## config.mk

```make
export PLATFORM = sky130hd
export DESIGN_NAME = reg_writeback_arbiter
export DESIGN_NICKNAME = d
export VERILOG_FILES = /design/src/rtl/mips_wb_pkg.sv /design/src/rtl/wb_fifo.sv /design/src/rtl/reg_writeback_arbiter.sv
export SDC_FILE = /design/constraint.sdc
export NUM_CORES = 1
export LEC_CHECK = 0
export ABC_AREA = 0
export CELL_PAD_IN_SITES_DETAIL_PLACEMENT = 0
export CELL_PAD_IN_SITES_GLOBAL_PLACEMENT = 2
export CORE_MARGIN = 2
export CORE_UTILIZATION = 24
export CTS_BUF_LIST = sky130_fd_sc_hd__clkbuf_4 sky130_fd_sc_hd__clkbuf_8
export CTS_CLUSTER_SIZE = 14
export DETAILED_ROUTE_END_ITERATION = 8
export GPL_TIMING_DRIVEN = 0
export PLACE_DENSITY = 0.64
export SYNTH_ARGS = -nofsm -noshare
export SYNTH_HDL_FRONTEND = slang
export SYNTH_SLANG_ARGS = --single-unit
```

## constraint.sdc

```tcl
create_clock -name clk -period 3.2 [get_ports clk]
set_input_delay 0.64 -clock clk [delete_from_list [all_inputs] [get_ports clk]]
set_output_delay 0.64 -clock clk [all_outputs]
set_load 0.1 [all_outputs]
```

## src/rtl/mips_wb_pkg.sv

```systemverilog
// Shared types and constants for the register-file writeback path.
package mips_wb_pkg;

    localparam int DATA_W   = 32;
    localparam int ADDR_W   = 5;
    localparam int NUM_REGS = 32;

    // One register-file write: destination index plus data.
    typedef struct packed {
        logic [ADDR_W-1:0] dest;
        logic [DATA_W-1:0] data;
    } wb_req_t;

    // Which producer owns the write port in a given cycle.
    typedef enum logic [1:0] {
        SRC_NONE = 2'd0,
        SRC_ALU  = 2'd1,
        SRC_LD   = 2'd2
    } wb_src_e;

endpackage

```

## src/rtl/wb_fifo.sv

```systemverilog
// Small synchronous FIFO of writeback requests used to park load returns
// that lose the write port to the ALU. LD_DEPTH must be a power of two so
// the pointers wrap naturally; the count is one bit wider than a pointer.
module wb_fifo
    import mips_wb_pkg::*;
#(
    parameter int LD_DEPTH = 2
) (
    input  logic    clk,
    input  logic    reset,
    input  logic    push,
    input  logic    pop,
    input  wb_req_t din,
    output wb_req_t head,
    output logic    full,
    output logic    empty
);

    localparam int PW = $clog2(LD_DEPTH);

    logic [PW-1:0] wr_ptr;
    logic [PW-1:0] rd_ptr;
    logic [PW:0]   count;
    wb_req_t       mem [LD_DEPTH];

    logic push_ok;
    logic pop_ok;

    // Overflow/underflow are blocked here too, so a misbehaving caller
    // cannot corrupt the count.
    assign push_ok = push && !full;
    assign pop_ok  = pop && !empty;

    assign full  = (count == (PW+1)'(LD_DEPTH));
    assign empty = (count == '0);
    assign head  = mem[rd_ptr];

    // Pointer and occupancy bookkeeping; a simultaneous push and pop leaves the count alone.
    always_ff @(posedge clk) begin
        if (reset) begin
            wr_ptr <= '0;
            rd_ptr <= '0;
            count  <= '0;
        end else begin
            if (push_ok) wr_ptr <= wr_ptr + 1'b1;
            if (pop_ok)  rd_ptr <= rd_ptr + 1'b1;
            case ({push_ok, pop_ok})
                2'b10:   count <= count + 1'b1;
                2'b01:   count <= count - 1'b1;
                default: count <= count;
            endcase
        end
    end

    // Storage array; contents need no reset because the count gates visibility.
    always_ff @(posedge clk) begin
        if (push_ok) mem[wr_ptr] <= din;
    end

endmodule

```

## src/rtl/reg_writeback_arbiter.sv

```systemverilog
// Register-file write port producer. ALU results always win the port; load
// returns that collide are parked in wb_fifo and drained on idle ALU cycles.
// A pending-load scoreboard feeds decode hazard checks.
// Optional feature: define WB_LD_BYPASS_EN to let a load arriving at an
// empty FIFO on an ALU-idle cycle skip the FIFO (1-cycle load latency).
module reg_writeback_arbiter #(
    parameter int LD_DEPTH = 2,
    parameter int DATA_W   = 32,
    parameter int ADDR_W   = 5
) (
    input  logic              clk,
    input  logic              reset,
    input  logic              alu_valid,
    input  logic [ADDR_W-1:0] alu_dest,
    input  logic [DATA_W-1:0] alu_data,
    input  logic              ld_valid,
    output logic              ld_ready,
    input  logic [ADDR_W-1:0] ld_dest,
    input  logic [DATA_W-1:0] ld_data,
    input  logic              iss_load,
    input  logic [ADDR_W-1:0] iss_dest,
    output logic              iss_stall,
    input  logic [ADDR_W-1:0] query_reg1,
    input  logic [ADDR_W-1:0] query_reg2,
    output logic              pending1,
    output logic              pending2,
    output logic [ADDR_W-1:0] WriteRegister,
    output logic [DATA_W-1:0] WriteData,
    output logic              RegWrite,
    output logic              waw_err
);

    import mips_wb_pkg::*;

    wb_req_t alu_req;
    wb_req_t ld_req;
    wb_req_t fifo_head;
    wb_req_t sel_req;
    wb_src_e sel_src;

    logic fifo_full;
    logic fifo_empty;
    logic fifo_push;
    logic fifo_pop;
    logic ld_acc;
    logic ld_byp;
    logic iss_acc;

    logic [NUM_REGS-1:0] pending_q;
    logic [NUM_REGS-1:0] pending_d;

    assign alu_req = '{dest: alu_dest, data: alu_data};
    assign ld_req  = '{dest: ld_dest,  data: ld_data};

    // ---------------------------------------------------------------
    // Load return handshake
    // ---------------------------------------------------------------
    assign ld_ready = !fifo_full;
    assign ld_acc   = ld_valid && ld_ready;

`ifdef WB_LD_BYPASS_EN
    // Only bypass when nothing older is queued, so load order is kept.
    assign ld_byp = ld_acc && fifo_empty && !alu_valid;
`else
    assign ld_byp = 1'b0;
`endif

    assign fifo_push = ld_acc && !ld_byp;

    wb_fifo #(
        .LD_DEPTH (LD_DEPTH)
    ) u_fifo (
        .clk   (clk),
        .reset (reset),
        .push  (fifo_push),
        .pop   (fifo_pop),
        .din   (ld_req),
        .head  (fifo_head),
        .full  (fifo_full),
        .empty (fifo_empty)
    );

    // ---------------------------------------------------------------
    // Source select: ALU cannot stall, queued loads next, bypass last
    // ---------------------------------------------------------------
    // Pick the single producer that owns the write port this cycle.
    always_comb begin
        sel_src  = SRC_NONE;
        sel_req  = alu_req;
        fifo_pop = 1'b0;
        if (alu_valid) begin
            sel_src = SRC_ALU;
            sel_req = alu_req;
        end else if (!fifo_empty) begin
            sel_src  = SRC_LD;
            sel_req  = fifo_head;
            fifo_pop = 1'b1;
        end else if (ld_byp) begin
            sel_src = SRC_LD;
            sel_req = ld_req;
        end
    end

    // Register the selected write; r0 writes are consumed but never strobed,
    // and idle cycles keep the last index/data on the bus.
    always_ff @(posedge clk) begin
        if (reset) begin
            RegWrite      <= 1'b0;
            WriteRegister <= '0;
            WriteData     <= '0;
        end else begin
            RegWrite <= (sel_src != SRC_NONE) && (sel_req.dest != '0);
            if (sel_src != SRC_NONE) begin
                WriteRegister <= sel_req.dest;
                WriteData     <= sel_req.data;
            end
        end
    end

    // ---------------------------------------------------------------
    // Pending-load scoreboard
    // ---------------------------------------------------------------
    assign iss_stall = iss_load && (iss_dest != '0) && pending_q[iss_dest];
    assign iss_acc   = iss_load && (iss_dest != '0) && !pending_q[iss_dest];

    assign pending1 = (query_reg1 != '0) && pending_q[query_reg1];
    assign pending2 = (query_reg2 != '0) && pending_q[query_reg2];

    // Clear on load writeback, then apply the new issue so a same-register set wins.
    always_comb begin
        pending_d = pending_q;
        if (sel_src == SRC_LD) pending_d[sel_req.dest] = 1'b0;
        if (iss_acc)           pending_d[iss_dest]     = 1'b1;
        pending_d[0] = 1'b0;
    end

    // Scoreboard state.
    always_ff @(posedge clk) begin
        if (reset) pending_q <= '0;
        else       pending_q <= pending_d;
    end

    // Sticky flag: an ALU write overtook a still-outstanding load to the same register.
    always_ff @(posedge clk) begin
        if (reset)
            waw_err <= 1'b0;
        else if (alu_valid && (alu_dest != '0) && pending_q[alu_dest])
            waw_err <= 1'b1;
    end

endmodule
```

==> summary.md <==
| Metric | Value |
|---|---|
| EDFF count, synth | `74` |
| Final setup vio count | `0` |
| CP Capture Point | `pending1` |
| Max IR drop VDD | `0.247 mV` |
| Max-slew violations | `0` |
| Die W | `177 um` |
| Worst slew pin tran | `1.39 ns` |
| CP Buf/Inv Count | `2` |
| Crit path max fanout | `9` |
| Count of non-filler cells in the finished layout | `1226` |
| Total Negative Setup Slacks | `0 ns` |
| Hold Path Class | `reg -> reg` |
| Int Pwr | `3.73 mW` |
| Final Critical Period | `3.12 ns` |
| Yosys reg bits | `149` |
| Antenna diodes | `0` |
| Combinational power share | `41.0%` |
| Initial Utilization | `24.3%` |
| WP depth | `5` |
| Clock latency on the worst-skew pair | `0.46 ns` |
| Total wire length | `24100 um` |
| CTS HTree Levels | `4` |
| CTS max path bufs | `2` |
| Syn nets | `764` |
| Placed wire-length estimate | `17300 um` |
| Clk network pwr share | `22.4%` |
| Crit path from | `query_reg1[0]` |
| R2R Setup Slk | `1.00 ns` |
| GRT overflow | `0` |
| CP max-delay cell | `mux4_2` |
| Tcrit/Tclk final | `97.5%` |
| Die H | `177 um` |
| PortBufs | `129` |
| R2R depth | `6` |
| Unrepaired setup endpoints after global routing | `no` |
| Register area share after synthesis | `51.6%` |
| MaxCap Viol Count | `0` |
| Detailed-route DRC error count | `0` |
| Synth warnings | `0` |
| Die area | `31400 sq um` |
| Core area | `29600 sq um` |
| Cell family with the largest share of critical-path delay | `multiplexers` |
| Critical Path AT | `2.48 ns` |
| Routed WL per cell | `19.6 um` |
| Post-DRT Antenna Nets | `0` |
| Syn Inst Count | `669` |
| Crit. End Element | `primary output` |
| Io pins | `137` |
| Max-slew headroom | `6.49%` |
| Largest net degree at the start of global routing | `21` |
| Max Clock Freq | `320 MHz` |
| Cell Pwr Density | `693 nW/um^2` |
| P&R area growth vs syn | `32.9%` |
| Via count | `5747` |
| Switching Fraction | `43.8%` |
| Mapped cell area | `7210 sq um` |
| Pleak | `3.23 nW` |
| Share of cells above drive strength 1 | `13.3%` |
| Placed insts | `1190` |
| CP cell instances | `buf_2, mux4_2, mux4_2, mux2_2, buf_4` |
| Sequential Power Share | `36.6%` |
| CTS tree | `built` |
| Clk pin slew, worst setup/hold paths | `0.09 ns` |
| Root Buffer | `clkbuf_8` |
| Pre-antenna DRT Iters | `7` |
| DRT iter0 DRCs | `457` |
| Post-route total power | `6.64 mW` |
| Reg2reg end | `RegWrite` |
| Outcome | `finished clean` |
| CP max stage delay | `0.55 ns` |
| Final nets | `918` |
| # clock sinks | `149` |
| Hold Fails Final Rpt | `0` |
| GPL Wtd Cong | `0.797` |
| Critical path type | `in -> out` |
| CP required | `2.56 ns` |
| Crit path top cell by count | `mux4_2` |
| CTS buffer count | `17` |
| Startpoint class of the critical path | `input port` |
| Post-synthesis async set-or-reset flop share | `0%` |
| Top_reg_cell synth | `dfxtp_1` |
| Synth cell types | `54` |
| Worst Skew | `0.0184 ns` |
| Vias in the first global route | `5515` |
| Mean post-synth cell area | `10.8 sq um` |
| P_sw | `2.91 mW` |
| Cell Rows | `63` |
| GRT Resource Usage Total | `15.1%` |
| Fill cell count | `3086` |
| Global-route wire length before repair | `35200 um` |
| Initial antenna violation count | `0` |
| Via-per-instance ratio | `4.69` |
-- cells in the mapped netlist, types with 3 or more instances --
master     n  share of area (%)
nor2_1    91                4.7
dfxtp_1   75                 21
edfxtp_1  74                 31
a21oi_1   48                3.3
mux2i_1   46                6.4
nand2_1   45                2.3
o21ai_0   43                3.0
nor2b_1   37                3.2
a211oi_1  35                3.6
clkbuf_1  27                1.4
mux4_2    27                8.4
o21ai_1   19                1.3
buf_2     13               0.90
mux2_2     7                1.1
buf_1      6               0.31
nand3_1    6               0.42
nor3_1     6               0.42
and3_1     5               0.43
inv_1      5               0.26
a32oi_1    4               0.49
a211o_1    3               0.36
nand2b_1   3               0.26
nor3b_1    3               0.31
-- kinds of logic (layout without fill, tap and decap cells) --
family                     count (synthesis)  after routing  share of synthesized area, %
muxes                                     81             81                          16.1
and+or+nand+nor                          207            207                          13.3
adders and majority gates                  1              1                         0.173
AOI/OAI and AO/OA                        171            171                          14.6
DFF                                      149            149                          51.6
xor gates and xnor gates                   4              4                         0.486
buffers and inverters                     56            223                          3.75
-- metal layers --
metal | routed length, um | share of wire (%) | up-vias | GRT usage (%)
met5 | 0 | 0 | - | 0
met4 | 137 | 0.57 | 0 | 2.90
met3 | 1260 | 5.2 | 10 | 3.30
met2 | 11400 | 48 | 153 | 24.9
met1 | 11200 | 47 | 2799 | 20.5
li1 | - | - | 2785 | -
-- registers in the layout (all words and copies together) (netlist names), named ones only --
| register | cells |
|---|---|
| pending_q | 31 |
| waw_err | 1 |
| WriteRegister | 5 |
| u_fifo.rd_ptr | 1 |
| WriteData | 32 |
| RegWrite | 1 |
| u_fifo.count | 2 |
| u_fifo.wr_ptr | 1 |
| u_fifo.mem | 74 |
-- area by class of cell --
type / instances / area [sq um] / area share (%)
Buffer: 49 / 262 / 2.73
Clock buffer: 17 / 234 / 2.44
Sequential cell: 149 / 3720 / 38.9
Tap cell: 390 / 488 / 5.09
Timing Repair Buffer: 136 / 1380 / 14.4
Clock inverter: 15 / 183 / 1.91
Multi-Input combinational cell: 464 / 3290 / 34.3
Inverter: 6 / 22.5 / 0.235
-- layout by cell type (no fill, tap or decap), types with 6 or more instances in the layout --
master | Yosys | routed
clkdlybuf4s50_1 | 0 | 119
nor2_1 | 91 | 88
dfxtp_1 | 75 | 75
edfxtp_1 | 74 | 74
a21oi_1 | 48 | 48
mux2i_1 | 46 | 46
nand2_1 | 45 | 45
o21ai_0 | 43 | 43
nor2b_1 | 37 | 37
a211oi_1 | 35 | 35
clkbuf_1 | 27 | 27
mux4_2 | 27 | 27
o21ai_1 | 19 | 19
clkbuf_8 | 0 | 17
buf_2 | 13 | 9
buf_4 | 1 | 9
mux2_2 | 7 | 7
nand3_1 | 6 | 6
clkinv_8 | 0 | 6
-- worst register-to-register path, cell delays in order (launching register included) --
cell and delay (ns):
dfxtp_1 0.31, buf_2 0.22, buf_2 0.32, mux2i_1 0.39, nand3_1 0.43, a21oi_1 0.33
nor3_1 0.07
-- power by group through the flow --
stage	sequential [mW]	clock [mW]	combinational (mW)
2_1_floorplan	3.16	0	1.21
4_1_cts	2.43	1.54	2.75
5_1_grt	2.46	1.62	2.93
3_3_place_gp	2.48	0	2.71
3_5_place_dp	2.48	0	2.75
6_report	2.43	1.49	2.72
-- stage by stage --
stage	utilization, %	area, sq um	setup slack [ns]	hold slack (ns)
final	32.3	9580	0.0798	0.531
after global routing	32.3	9580	0.00533	0.569
after CTS	32.1	9520	-0.0545	0.541
after detailed placement	30.6	9060	-1.61	0.521
after global placement	30.3	8990	-1.72	0.500
after floorplan	-	7210	0.171	0.479
-- worst min-delay path by stage --
stage / from / endpoint / slack, ns / depth (start not counted)
floorplan: u_fifo.count[1] / u_fifo.count[1] / 0.48 / 2
global placement: u_fifo.rd_ptr / u_fifo.rd_ptr / 0.50 / 2
detailed placement: u_fifo.count[1] / u_fifo.count[1] / 0.52 / 2
CTS: u_fifo.count[1] / u_fifo.count[1] / 0.54 / 2
global route: u_fifo.count[1] / u_fifo.count[1] / 0.57 / 2
finish: u_fifo.count[1] / u_fifo.count[1] / 0.53 / 2
-- repair_timing --
action	4_1_cts	5_1_grt
buffers inserted	3	2
gates resized for setup	34	13
pin swaps	2	1
hold buffers	0	0
setup endpoints to repair	3	1
Power figures use the tool's default switching activity.
